===== config.mk =====
export PLATFORM = sky130hd
export DESIGN_NAME = fma_issue_arbiter
export DESIGN_NICKNAME = d
export VERILOG_FILES = /design/src/rtl/fma_issue_arbiter.sv
export SDC_FILE = /design/constraint.sdc
export NUM_CORES = 1
export LEC_CHECK = 0
export CAP_MARGIN = 5
export CORE_AREA = 2 2 219 221
export DETAILED_ROUTE_END_ITERATION = 10
export DIE_AREA = 0 0 221 223
export HOLD_SLACK_MARGIN = 0.15
export PLACE_DENSITY = 0.59
export SYNTH_ARGS = -nofsm -noshare
export SYNTH_HDL_FRONTEND = slang
export SYNTH_SLANG_ARGS = --single-unit

===== constraint.sdc =====
create_clock -name clk -period 3.9 [get_ports clk]
set_clock_uncertainty 0.15 [all_clocks]
set_input_delay 0.39 -clock clk [delete_from_list [all_inputs] [get_ports clk]]
set_output_delay 0.39 -clock clk [all_outputs]
set_load 0.01 [all_outputs]

===== src/rtl/fma_issue_arbiter.sv =====
// rtl/fma_issue_arbiter.sv - round-robin issue of operand sets into a shared FMA with a credit-gated response FIFO
module fma_issue_arbiter #(
  parameter int WIDTH      = 32,
  parameter int NUM_REQ    = 4,
  parameter int IDW        = 2,
  parameter int FMA_LAT    = 2,
  parameter int FIFO_DEPTH = 4
) (
  input  logic                   clk,
  input  logic                   rst,
  input  logic [NUM_REQ-1:0]     req_valid,
  output logic [NUM_REQ-1:0]     req_ready,
  input  logic [NUM_REQ*WIDTH-1:0] req_a,
  input  logic [NUM_REQ*WIDTH-1:0] req_b,
  input  logic [NUM_REQ*WIDTH-1:0] req_c,
  input  logic [NUM_REQ*2-1:0]   req_rnd,
  output logic [WIDTH-1:0]       fma_a,
  output logic [WIDTH-1:0]       fma_b,
  output logic [WIDTH-1:0]       fma_c,
  output logic [1:0]             fma_rnd,
  output logic                   fma_in_valid,
  input  logic [WIDTH-1:0]       fma_result,
  output logic                   rsp_valid,
  input  logic                   rsp_ready,
  output logic [IDW-1:0]         rsp_id,
  output logic [WIDTH-1:0]       rsp_data,
  output logic                   busy
);

  localparam int CW = $clog2(FIFO_DEPTH + 1);
  localparam int AW = $clog2(FIFO_DEPTH);

  logic [IDW-1:0] rr_ptr;
  logic [IDW-1:0] gidx;
  logic [IDW-1:0] cand;
  logic           found;
  logic           accept;
  logic [CW-1:0]  credits;
  logic [IDW-1:0] fma_id;
  logic           push_v;
  logic [IDW-1:0] push_id;
  logic           pop;

  always_comb begin
    found = 1'b0;
    gidx  = '0;
    cand  = '0;
    for (int k = 0; k < NUM_REQ; k++) begin
      cand = IDW'((int'(rr_ptr) + k) % NUM_REQ);
      if (!found && req_valid[cand]) begin
        found = 1'b1;
        gidx  = cand;
      end
    end
  end

  // Reset also masks the grant so nothing is offered while rst is held low.
  assign req_ready = (rst && found && credits != '0) ? (NUM_REQ'(1) << gidx) : '0;
  assign accept    = |(req_valid & req_ready);

  always_ff @(posedge clk or negedge rst) begin
    if (!rst) begin
      rr_ptr       <= '0;
      fma_a        <= '0;
      fma_b        <= '0;
      fma_c        <= '0;
      fma_rnd      <= '0;
      fma_id       <= '0;
      fma_in_valid <= 1'b0;
    end else begin
      fma_in_valid <= accept;
      if (accept) begin
        fma_a   <= req_a[gidx*WIDTH +: WIDTH];
        fma_b   <= req_b[gidx*WIDTH +: WIDTH];
        fma_c   <= req_c[gidx*WIDTH +: WIDTH];
        fma_rnd <= req_rnd[gidx*2 +: 2];
        fma_id  <= gidx;
        if (gidx == IDW'(NUM_REQ - 1)) rr_ptr <= '0;
        else                           rr_ptr <= gidx + IDW'(1);
      end
    end
  end

  // Tags ride alongside the non-stallable FMA so each result lands with its owner.
  generate
    if (FMA_LAT == 0) begin : g_comb
      assign push_v  = fma_in_valid;
      assign push_id = fma_id;
    end else begin : g_pipe
      logic [FMA_LAT-1:0]          pipe_v;
      logic [FMA_LAT-1:0][IDW-1:0] pipe_id;
      always_ff @(posedge clk or negedge rst) begin
        if (!rst) begin
          pipe_v  <= '0;
          pipe_id <= '0;
        end else begin
          pipe_v[0]  <= fma_in_valid;
          pipe_id[0] <= fma_id;
          for (int j = 1; j < FMA_LAT; j++) begin
            pipe_v[j]  <= pipe_v[j-1];
            pipe_id[j] <= pipe_id[j-1];
          end
        end
      end
      assign push_v  = pipe_v[FMA_LAT-1];
      assign push_id = pipe_id[FMA_LAT-1];
    end
  endgenerate

  logic [WIDTH-1:0] mem_data [FIFO_DEPTH];
  logic [IDW-1:0]   mem_id   [FIFO_DEPTH];
  logic [AW:0]      wr_ptr;
  logic [AW:0]      rd_ptr;
  logic [IDW-1:0]   last_id;
  logic [WIDTH-1:0] last_data;

  assign rsp_valid = (wr_ptr != rd_ptr);
  assign pop       = rsp_valid && rsp_ready;
  assign rsp_id    = rsp_valid ? mem_id[rd_ptr[AW-1:0]]   : last_id;
  assign rsp_data  = rsp_valid ? mem_data[rd_ptr[AW-1:0]] : last_data;

  always_ff @(posedge clk) begin
    if (push_v) begin
      mem_data[wr_ptr[AW-1:0]] <= fma_result;
      mem_id[wr_ptr[AW-1:0]]   <= push_id;
    end
  end

  // Credits already reserved a slot for every in-flight op, so push never checks for full.
  always_ff @(posedge clk or negedge rst) begin
    if (!rst) begin
      wr_ptr    <= '0;
      rd_ptr    <= '0;
      last_id   <= '0;
      last_data <= '0;
      credits   <= CW'(FIFO_DEPTH);
    end else begin
      if (push_v) wr_ptr <= wr_ptr + 1'b1;
      if (pop) begin
        rd_ptr    <= rd_ptr + 1'b1;
        last_id   <= mem_id[rd_ptr[AW-1:0]];
        last_data <= mem_data[rd_ptr[AW-1:0]];
      end
      case ({accept, pop})
        2'b10:   credits <= credits - CW'(1);
        2'b01:   credits <= credits + CW'(1);
        default: credits <= credits;
      endcase
    end
  end

  assign busy = (credits != CW'(FIFO_DEPTH));

endmodule


==> impl_summary.log <==
[metrics] worst endpoint required time: 3.36 ns
[metrics] most common library cell in the layout ignoring fill and taps: clkdlybuf4s50_1
[metrics] sinks on the clock net: 288
[metrics] fraction of final layout cells sized beyond drive strength 1: 0.121
[metrics] Die Y-Extent: about 220 um
[metrics] full die area: ~0.05 mm2
[metrics] Yosys warnings: 0
[metrics] H-tree depth: 2
[metrics] Hold Crit Class: flop to flop
[metrics] kind of critical path: flop to output port
[metrics] ports placed on the boundary: 570
[metrics] distinct cell type count after synthesis: 40
[metrics] mean post-synth cell area: 12.5 um2
[metrics] number of DRC markers in iteration 0: 687
[metrics] average via count per standard cell: 5.07
[metrics] leakage power: 8.88 nW
[metrics] run status: complete, no violations
[metrics] largest net degree at the start of global routing: 101
[metrics] Max Transition Viols Final: 0
[metrics] Net Switching: 0.00163 W
[metrics] Layout fillers: 4300
[metrics] Comb power frac: 0.109
[metrics] DRT Wirelength: between 50 and 60 mm
[metrics] antenna violations before repair: 20
[metrics] drc violations: 0
[metrics] worst ir drop on vdd: just under 0.3 mV
[metrics] clock slew seen by the registers of the worst setup and hold paths: 0.06 ns
[metrics] power density over the cells: about 330 mW/mm2
[metrics] antenna-violating nets left: 0
[metrics] hold buffers post-CTS: 1
[metrics] count of port buffers added during placement: 569
[metrics] Sequential Power Share: 0.436
[metrics] final cell area excluding filler cells: 0.0220 mm2
[metrics] maximum capacitance violations: 0
[metrics] share of flip-flops with an asynchronous set or reset after synthesis: 0.528
[metrics] post-synthesis to final-layout area growth: 53.3%
[metrics] final setup TNS: 0 ns
[metrics] number of flip-flops and latches in the synthesized netlist: 288
[metrics] number of instances in the placed design: roughly 2300
[metrics] share of the cycle needed by the critical path after routing: 0.854
[metrics] GRT Overall Usage: 0.219
[metrics] final std cells w/o fill: 2340
[metrics] initial cell density of the core: 0.304
[metrics] Sw Share: 0.223
[metrics] Least-Margin Pin Slew: around 1.0 ns
[metrics] CP startpoint kind: flop
[metrics] Clock Tree Buf Depth: 3
[metrics] most instantiated flip-flop cell in the synthesis netlist: dfrtp_1
[metrics] Post-synth EDFFs: 136
[metrics] sequential share of the synthesized area: 0.551
[metrics] Placer Congestion: ~0.88
[metrics] master cell of the clock root buffer: clkbuf_16
[metrics] Hold Violations, Final: 0
[metrics] largest fanout on the critical path: 14
[metrics] CP Cell Sequence: buf_4, mux4_2, mux2_2, clkdlybuf4s50_1
[metrics] FP Rows: 80
[metrics] Int Power: about 0.0057 W
[metrics] insertion delay to the later sink of the worst-skew pair: 0.53 ns
[metrics] CTS tree: yes
[metrics] commonest cells after routing, fill and taps aside: 568 x clkdlybuf4s50_1, 149 x dfrtp_1, 136 x edfxtp_1, 104 x inv_1, 99 x o21ai_0
[metrics] synthesized netlist net count: 1589
[metrics] Hold Slack: around 0.20 ns
[metrics] Max Clock Freq: 300 MHz
[metrics] cell with the largest stage delay on the worst path: mux4_2
[metrics] overflow left after global routing: 0
[metrics] global-route wire length before repair: roughly 82 mm
[metrics] summed instance area of the synthesized netlist: 0.0143 mm2
[metrics] Clock power frac: 0.455
[metrics] Post-CTS Setup Bufs: 0
[metrics] number of cells upsized or downsized after cts: 0
[metrics] via count of the first global-routing pass: 12600
[metrics] cells after synthesis: around 1200
[metrics] vias: 11900
[metrics] post-route minimum period: 3.33 ns
[metrics] final number of setup-violating endpoints: 0
[metrics] Crit path arrival time: roughly 2.8 ns
[metrics] post-DP HPWL: a little under 40 mm
[metrics] number of search-and-repair iterations in the first detailed-routing pass: 4
[metrics] drt wl/cell: 23.5 um
[metrics] net count of the finished layout: 2124
[metrics] TritonCTS buffer count: 35
[metrics] area of placed instances: 0.0207 mm2
[metrics] Slew headroom: 0.316
[metrics] Core Box Area: 0.0471 mm2
[metrics] maximum cell stage delay along the critical path: 0.57 ns
[metrics] endpoint kind of the worst setup timing path: output port
[metrics] die width: between 200 and 250 um
[metrics] setup repair after global routing missed its margin: no
[registers in the layout, summed over array words and instances, names as in the netlist, 3 cells and up]
name	flops
rd_ptr	3
fma_c	32
fma_b	32
fma_a	32
credits	3
mem_id	8
wr_ptr	3
mem_data	128
last_data	32
[worst max-delay path: cells and delay by family, from the launching register on]
kind                   cells  cell delay [ns]
buffers and inverters      2             0.86
flip-flops                 1             0.55
multiplexers               2             0.85
[final cells by class]
cell class | instances | area (um2) | share of cell area
flip-flops and latches | 288 | 7890 | 0.359
well taps | 615 | 769 | 0.0350
clock buffers | 50 | 1040 | 0.0476
multi-input cells | 657 | 5660 | 0.258
repair buffers | 598 | 6030 | 0.275
diodes | 15 | 37.5 | 0.00171
clock inverters | 12 | 125 | 0.00570
inverters | 105 | 395 | 0.0180
[power groups by stage]
| stage | sequential [W] | combinational, W | clock (W) |
|---|---|---|---|
| after floorplan | 0.00324 | 0.000218 | 0 |
| after global placement | 0.00324 | 0.000789 | 0 |
| after detailed placement | 0.00324 | 0.000796 | 0 |
| after CTS | 0.00318 | 0.000800 | 0.00343 |
| after global routing | 0.00318 | 0.000850 | 0.00354 |
| final | 0.00318 | 0.000794 | 0.00332 |
[synth_stat cells (2+ instances only)]
cell type  number  share of area
buf_2          37          0.013
mux2_2         70          0.055
a21o_1         99          0.052
o21ai_2         2         0.0012
nand2_1         5         0.0013
edfxtp_1      136           0.29
o221ai_1       98          0.060
nand3_1        99          0.035
mux2i_1        98          0.068
ha_1            7         0.0061
buf_4           2         0.0010
xor2_1          5         0.0031
nand2b_1        2        0.00087
inv_1         104          0.027
a21oi_1         4         0.0014
clkbuf_1       59          0.015
mux4_2         34          0.053
xnor2_1         5         0.0031
mux2_1          3         0.0024
and2_1          6         0.0026
nor2_1          8         0.0021
o21ai_0        99          0.035
dfrtp_1       151           0.26
[per-layer routing]
metal | track usage | wire [um]
met1 | 0.256 | 21300
met2 | 0.384 | 28500
met3 | 0.0511 | 3330
met4 | 0.0950 | 1760
met5 | 0 | 13
[path summary, 6_finish.rpt]
check                                            start  slack [ns]  cells after the start                      to
setup / recovery                 rd_ptr[0]$_DFFE_PN0P_        0.57                      4            rsp_data[11]
hold / removal             g_pipe.pipe_id[1]$_DFF_PN0_        0.20                      0    push_id[1]$_DFF_PN0_
setup reg to reg                 rr_ptr[1]$_DFFE_PN0P_        0.76                     13  credits[2]$_DFFE_PN1P_
hold reg to reg            g_pipe.pipe_id[1]$_DFF_PN0_        0.20                      0    push_id[1]$_DFF_PN0_
max in group asynchronous                          rst        1.73                      4    fma_c[7]$_DFFE_PN0P_
min in group asynchronous                          rst        0.45                      3    fma_c[9]$_DFFE_PN0P_
[kinds of logic (layout without fill, tap and decap cells)]
group | Yosys count | in the layout | synth area share
AO/OA/AOI/OAI | 307 | 307 | 0.153
flip-flops | 288 | 288 | 0.551
multiplexers | 206 | 206 | 0.180
buffers and inverters | 205 | 765 | 0.0580
AND/OR/NAND/NOR | 126 | 126 | 0.0446
XOR/XNOR | 10 | 10 | 0.00611
adder cells (fa/ha/maj) | 8 | 8 | 0.00751
other | 0 | 15 | 0
[metrics by stage]
step	setup WS [ns]	power (W)	utilization
floorplan	0.508	0.00346	-
global placement	0.375	0.00403	0.440
detailed placement	0.344	0.00404	0.440
CTS	0.475	0.00741	0.465
global route	0.410	0.00758	0.466
finish	0.568	0.00729	0.466
Power figures use the tool's default switching activity.
